File: config.mk
export PLATFORM = sky130hd
export DESIGN_NAME = idu_operand_stage
export DESIGN_NICKNAME = d
export VERILOG_FILES = /design/src/rtl/idu_operand_stage.sv
export SDC_FILE = /design/constraint.sdc
export NUM_CORES = 2
export LEC_CHECK = 0
export BUFFER_PORTS_ARGS = -buffer_cell sky130_fd_sc_hd__buf_2
export CAP_MARGIN = 20
export CELL_PAD_IN_SITES_DETAIL_PLACEMENT = 0
export CELL_PAD_IN_SITES_GLOBAL_PLACEMENT = 1
export CORE_MARGIN = 2
export CORE_UTILIZATION = 40
export DETAILED_ROUTE_END_ITERATION = 7
export PLACE_DENSITY = 0.73
export SLEW_MARGIN = 30
export SYNTH_ARGS = -nofsm -noshare
export SYNTH_HDL_FRONTEND = slang
export SYNTH_SLANG_ARGS = --single-unit
File: constraint.sdc
create_clock -name clk -period 86.2 [get_ports clk]
set_input_delay 17.24 -clock clk [delete_from_list [all_inputs] [get_ports clk]]
set_output_delay 17.24 -clock clk [all_outputs]
set_load 0.05 [all_outputs]
File: src/rtl/idu_operand_stage.sv
// Decode / operand-fetch stage feeding the ALU: RV32I OP and OP-IMM decode,
// integer register file with writeback bypass, one-entry valid/ready output.
module idu_operand_stage #(
  parameter int WORD_LENGTH = 32,
  parameter int NREGS       = 32
) (
  input  logic                   clk,
  input  logic                   rst,
  input  logic                   in_valid,
  output logic                   in_ready,
  input  logic [31:0]            in_inst,
  output logic                   out_valid,
  input  logic                   out_ready,
  output logic [6:0]             out_opcode,
  output logic [2:0]             out_funct3,
  output logic [6:0]             out_funct7,
  output logic [WORD_LENGTH-1:0] out_src1,
  output logic [WORD_LENGTH-1:0] out_src2,
  output logic [4:0]             out_rd,
  output logic                   out_illegal,
  input  logic                   wb_en,
  input  logic [4:0]             wb_rd,
  input  logic [WORD_LENGTH-1:0] wb_data
);

  localparam logic [6:0] OPC_OP  = 7'b0110011;
  localparam logic [6:0] OPC_IMM = 7'b0010011;
  localparam logic [6:0] F7_ALT  = 7'b0100000;
  localparam logic [0:0] S_EMPTY = 1'b0;
  localparam logic [0:0] S_FULL  = 1'b1;

  logic [0:0]             r_state;
  logic [WORD_LENGTH-1:0] r_regs [NREGS];

  logic [6:0]             w_opc;
  logic [2:0]             w_f3;
  logic [6:0]             w_f7;
  logic [4:0]             w_rs1;
  logic [4:0]             w_rs2;
  logic                   w_accept;
  logic                   w_is_op;
  logic                   w_is_sll;
  logic                   w_is_srx;
  logic                   w_is_ari;
  logic                   w_alt_ok;
  logic                   w_legal;
  logic [6:0]             w_dec_f7;
  logic [WORD_LENGTH-1:0] w_rs1_val;
  logic [WORD_LENGTH-1:0] w_rs2_val;
  logic [WORD_LENGTH-1:0] w_src1;
  logic [WORD_LENGTH-1:0] w_src2;

  assign w_opc = in_inst[6:0];
  assign w_f3  = in_inst[14:12];
  assign w_f7  = in_inst[31:25];
  assign w_rs1 = in_inst[19:15];
  assign w_rs2 = in_inst[24:20];

  assign out_valid = (r_state == S_FULL);
  assign in_ready  = !out_valid || out_ready;
  assign w_accept  = in_valid && in_ready;

  always_ff @(posedge clk or posedge rst) begin
    if (rst) begin
      for (int i = 0; i < NREGS; i++) r_regs[i] <= '0;
    end else if (wb_en && wb_rd != 5'd0) begin
      r_regs[wb_rd] <= wb_data;
    end
  end

  // Same-cycle writeback is forwarded so the snapshot sees the newest value.
  always_comb begin
    w_rs1_val = '0;
    w_rs2_val = '0;
    if (w_rs1 != 5'd0)
      w_rs1_val = (wb_en && wb_rd == w_rs1) ? wb_data : r_regs[w_rs1];
    if (w_rs2 != 5'd0)
      w_rs2_val = (wb_en && wb_rd == w_rs2) ? wb_data : r_regs[w_rs2];
  end

  assign w_is_op  = (w_opc == OPC_OP);
  assign w_is_sll = (w_opc == OPC_IMM) && (w_f3 == 3'b001);
  assign w_is_srx = (w_opc == OPC_IMM) && (w_f3 == 3'b101);
  assign w_is_ari = (w_opc == OPC_IMM) && !w_is_sll && !w_is_srx;
  assign w_alt_ok = (w_f3 == 3'b000) || (w_f3 == 3'b101);

  always_comb begin
    w_legal  = 1'b0;
    w_dec_f7 = w_f7;
    w_src1   = w_rs1_val;
    w_src2   = w_rs2_val;
    unique case (1'b1)
      w_is_op: begin
        w_legal = (w_f7 == 7'd0) || (w_f7 == F7_ALT && w_alt_ok);
      end
      w_is_sll: begin
        w_legal = (w_f7 == 7'd0);
        w_src2  = {{(WORD_LENGTH-5){1'b0}}, w_rs2};
      end
      w_is_srx: begin
        w_legal = (w_f7 == 7'd0) || (w_f7 == F7_ALT);
        w_src2  = {{(WORD_LENGTH-5){1'b0}}, w_rs2};
      end
      // Immediate bits must never reach the ALU as a subtract request.
      w_is_ari: begin
        w_legal  = 1'b1;
        w_dec_f7 = 7'd0;
        w_src2   = {{(WORD_LENGTH-12){in_inst[31]}}, in_inst[31:20]};
      end
      default: w_legal = 1'b0;
    endcase
    if (!w_legal) begin
      w_dec_f7 = 7'd0;
      w_src1   = '0;
      w_src2   = '0;
    end
  end

  always_ff @(posedge clk or posedge rst) begin
    if (rst) begin
      r_state     <= S_EMPTY;
      out_opcode  <= '0;
      out_funct3  <= '0;
      out_funct7  <= '0;
      out_src1    <= '0;
      out_src2    <= '0;
      out_rd      <= '0;
      out_illegal <= 1'b0;
    end else if (w_accept) begin
      r_state     <= S_FULL;
      out_opcode  <= w_opc;
      out_funct3  <= w_f3;
      out_funct7  <= w_dec_f7;
      out_src1    <= w_src1;
      out_src2    <= w_src2;
      out_rd      <= in_inst[11:7];
      out_illegal <= !w_legal;
    end else if (out_ready) begin
      r_state     <= S_EMPTY;
    end
  end

endmodule
==> summary.md <==
| Metric | Value |
|---|---|
| Sum of buffers and inverters on the critical path | 2 |
| DRT iter0 DRCs | 3410 |
| DRC | 0 |
| Slew Limit Headroom | 30.51% |
| DR WL/cell | 31.14 um |
| Layout Skew | ~15 ps |
| Fin area | between 60000 and 70000 sq um |
| Hold Fails Final Rpt | 0 |
| Clk root buf | clkbuf_16 |
| Primary FF master, synth | dfrtp_1 |
| Synth cell count leaders | dfrtp_1 (1112), mux2_2 (1028), mux4_2 (514) |
| CP Cell Sequence | buf_2, nand2b_1, buf_2 |
| Final ANT Viol Nets | 0 |
| DR pass1 iterations | 7 |
| Top-area cell type share of the netlist area | 47.89% |
| Total wire length | 179.4 mm |
| Via density | about 6.3 |
| Post-route minimum period | 35090 ps |
| Synth Area in Compound Gates | 4.259% |
| Worst Tran Pin Value | 1039 ps |
| Status | completed |
| Initial Util | 40.40% |
| Clock Latency Late Sink | 700 ps |
| Most common cell in the netlist | dfrtp_1 |
| Post-synthesis cell type count | 56 |
| Peak VDD IR | roughly 0.017 mV |
| Post-synthesis adder-cell area fraction | 0% |
| Type of the worst setup path | input port to primary output |
| Number of synthesized flops with an enable pin | 0 |
| Top cells by area, synth | dfrtp_1 (48%), mux2_2 (20%), mux4_2 (20%) |
| CP Capture Type | primary output |
| Dpl cell area | 60390 sq um |
| Share of layout cells above drive strength 1 | 52.45% |
| Die ar. | around 150000 sq um |
| Post-synth ARST share | 100.0% |
| Gr usage total | between 20% and 30% |
| Final number of setup-violating endpoints | 0 |
| RSZ-0062 raised after global routing | no |
| Slowest-stage cell, CP | buf_2 |
| Die height | 385.1 um |
| Worst EP arrival | 17850 ps |
| Via Count | 36421 |
| Syn Std Cell Area | 58110 sq um |
| Post-CTS sizing | 0 |
| Mean Syn Cell Area | ~15 sq um |
| Max-cap violations | 0 |
| Setup TNS | 0 ps |
| CTS Hold Bufs | 0 |
| PortBufs | approximately 160 |
| Crit-path leading delay family | buffers and inverters |
| Initial antenna violation count | 15 |
| Syn_nets | 3909 |
| Yosys top cell by area | dfrtp_1 |
| CTS buffer count | around 120 |
| Synth warn | 0 |
| Max Fclk | roughly 29 MHz |
| Hold crit path type | flip-flop to flip-flop |
| Htree depth | 3 |
| Critical Path RT | 68960 ps |
| Nets | slightly below 4000 |
| Final Cycle Share | 40.70% |
| Chip width | ~390 um |
| Critical path startpoint category | input port |
| Fin. max-slew vios | 0 |
| Largest family of logic cells by synthesized area | multiplexers |
| Clk slew on worst S/H paths | 50 ps |
| Setup bufs post-CTS | 0 |
| Num ports | 163 |
| Part of the Yosys area used for sequential elements | 47.89% |
| Clock sinks | between 1000 and 1500 |
| Total power | 1.485 mW |
| Pin count of the biggest net entering global routing | 172 |
| Routability congestion estimate | roughly 0.77 |
| Synth Area in XOR/XNOR | less than 1% |
| Core area | approximately 140000 sq um |
| Dpl ws | 51110 ps |
| Setup WS post-layout | 51110 ps |
| Clk buf depth | 3 |
| Synth-to-layout area growth | 10.94% |
| # rows | 139 |
| Simple-Gate Fraction of Synth Area | 1.988% |
| PwrDens | 23.03 nW/um^2 |
| CP dominant cell by count | buf_2 |
| CTS tree | done |
| Overflow after GRT | 0 |
| Slowest stage delay, CP | 310 ps |
| Post-DP HPWL | 97.36 mm |
| Post-synthesis register bit count | 1112 |
| Hold Worst Slack | 394.6 ps |
| Leakage | 27.75 nW |
| First-pass GRT wire length | approximately 260 mm |
| Syn Inst Count | 3835 |
| Vias in the first global route | 36810 |
| Post-synthesis mux area share | 42.39% |
| Critical-path maximum fanout | 4 |
metrics by stage:
| step | util, % | std cells |
|---|---|---|
| final | 44.82 | 5760 |
| after global routing | 44.81 | 5758 |
| after CTS | 44.74 | 5755 |
| after detailed placement | 41.99 | 5547 |
| after global placement | 41.95 | 5545 |
| after floorplan | - | 3835 |
cells by family (layout without fill, tap and decap cells):
| kind of cell | Yosys count | count (layout) |
|---|---|---|
| compound gates | 352 | 352 |
| other cells | 0 | 2 |
| xor+xnor | 10 | 10 |
| flops | 1112 | 1112 |
| mux | 1689 | 1689 |
| simple gates | 235 | 235 |
| buf+inv | 437 | 457 |
per-layer routing:
metal | vias up | global-route usage, % | routed length [um]
li1 | 14718 | - | -
met1 | 19980 | 33.91 | 76040
met2 | 1454 | 37.85 | 83450
met3 | 259 | 5.650 | 15150
met4 | 10 | 6.532 | 4684
met5 | - | 0 | 62
cells in the final DEF, fill, tap and decap left out, types with 9 or more instances in the layout:
cell type / instances
mux2i_1: 139
a221o_1: 16
a211o_1: 9
a21oi_1: 45
clkbuf_8: 36
buf_4: 69
a221oi_1: 15
o22ai_1: 28
nor2_1: 32
clkbuf_1: 24
nor2_4: 17
o21ai_0: 52
nor2b_1: 12
mux2_2: 1028
buf_2: 154
nor3_1: 13
a22oi_1: 89
o31ai_1: 21
o221ai_1: 20
mux4_2: 514
clkinv_2: 15
nand3_1: 9
a211oi_1: 12
nand2_1: 72
clkbuf_16: 121
o21bai_1: 16
dfrtp_1: 1112
final timing paths:
kind                                end  slack [ps]    startpoint  depth (start not counted)
max                            in_ready       51110     out_ready                          3
min                        r_regs[1005]         390  r_regs[1005]                          0
max reg2reg                out_src1[10]       82890     out_valid                          7
min reg2reg                r_regs[1005]         390  r_regs[1005]                          0
max in group asynchronous   r_regs[489]       66750           rst                          6
min in group asynchronous   r_regs[693]       16500           rst                          2
state kept, by name, summed over array words and instances, names as in the netlist:
register and count:
r_regs 1024, out_illegal 1, out_funct3 3, out_rd 5
out_valid 1, out_src1 32, out_funct7 7, out_opcode 7
out_src2 32
area by class of cell:
cell class	count	area, sq um
fill	12579	79370
multi-input combinational	2286	28580
sequential	1112	27830
clock buffer	181	3613
tap	1903	2381
timing repair buffer	245	1678
clock inverter	27	347.8
inverter	4	25.02
antenna	2	5.005
worst reg2reg max path: stages, from the launching register on:
cell and delay [ps]:
dfrtp_1 370, nand2b_1 190, nand2_4 400, a311oi_1 710, nand4b_1 210, buf_4 360, nor3_1 790, a221o_1 210
power breakdown:
group	switching (mW)	leakage, nW	internal [mW]
registers	0.0643	14.3	0.615
logic	0.112	11.5	0.171
clock network	0.214	1.96	0.309
total	0.390	27.7	1.09
No activity file was read; power rests on OpenSTA's default activity.
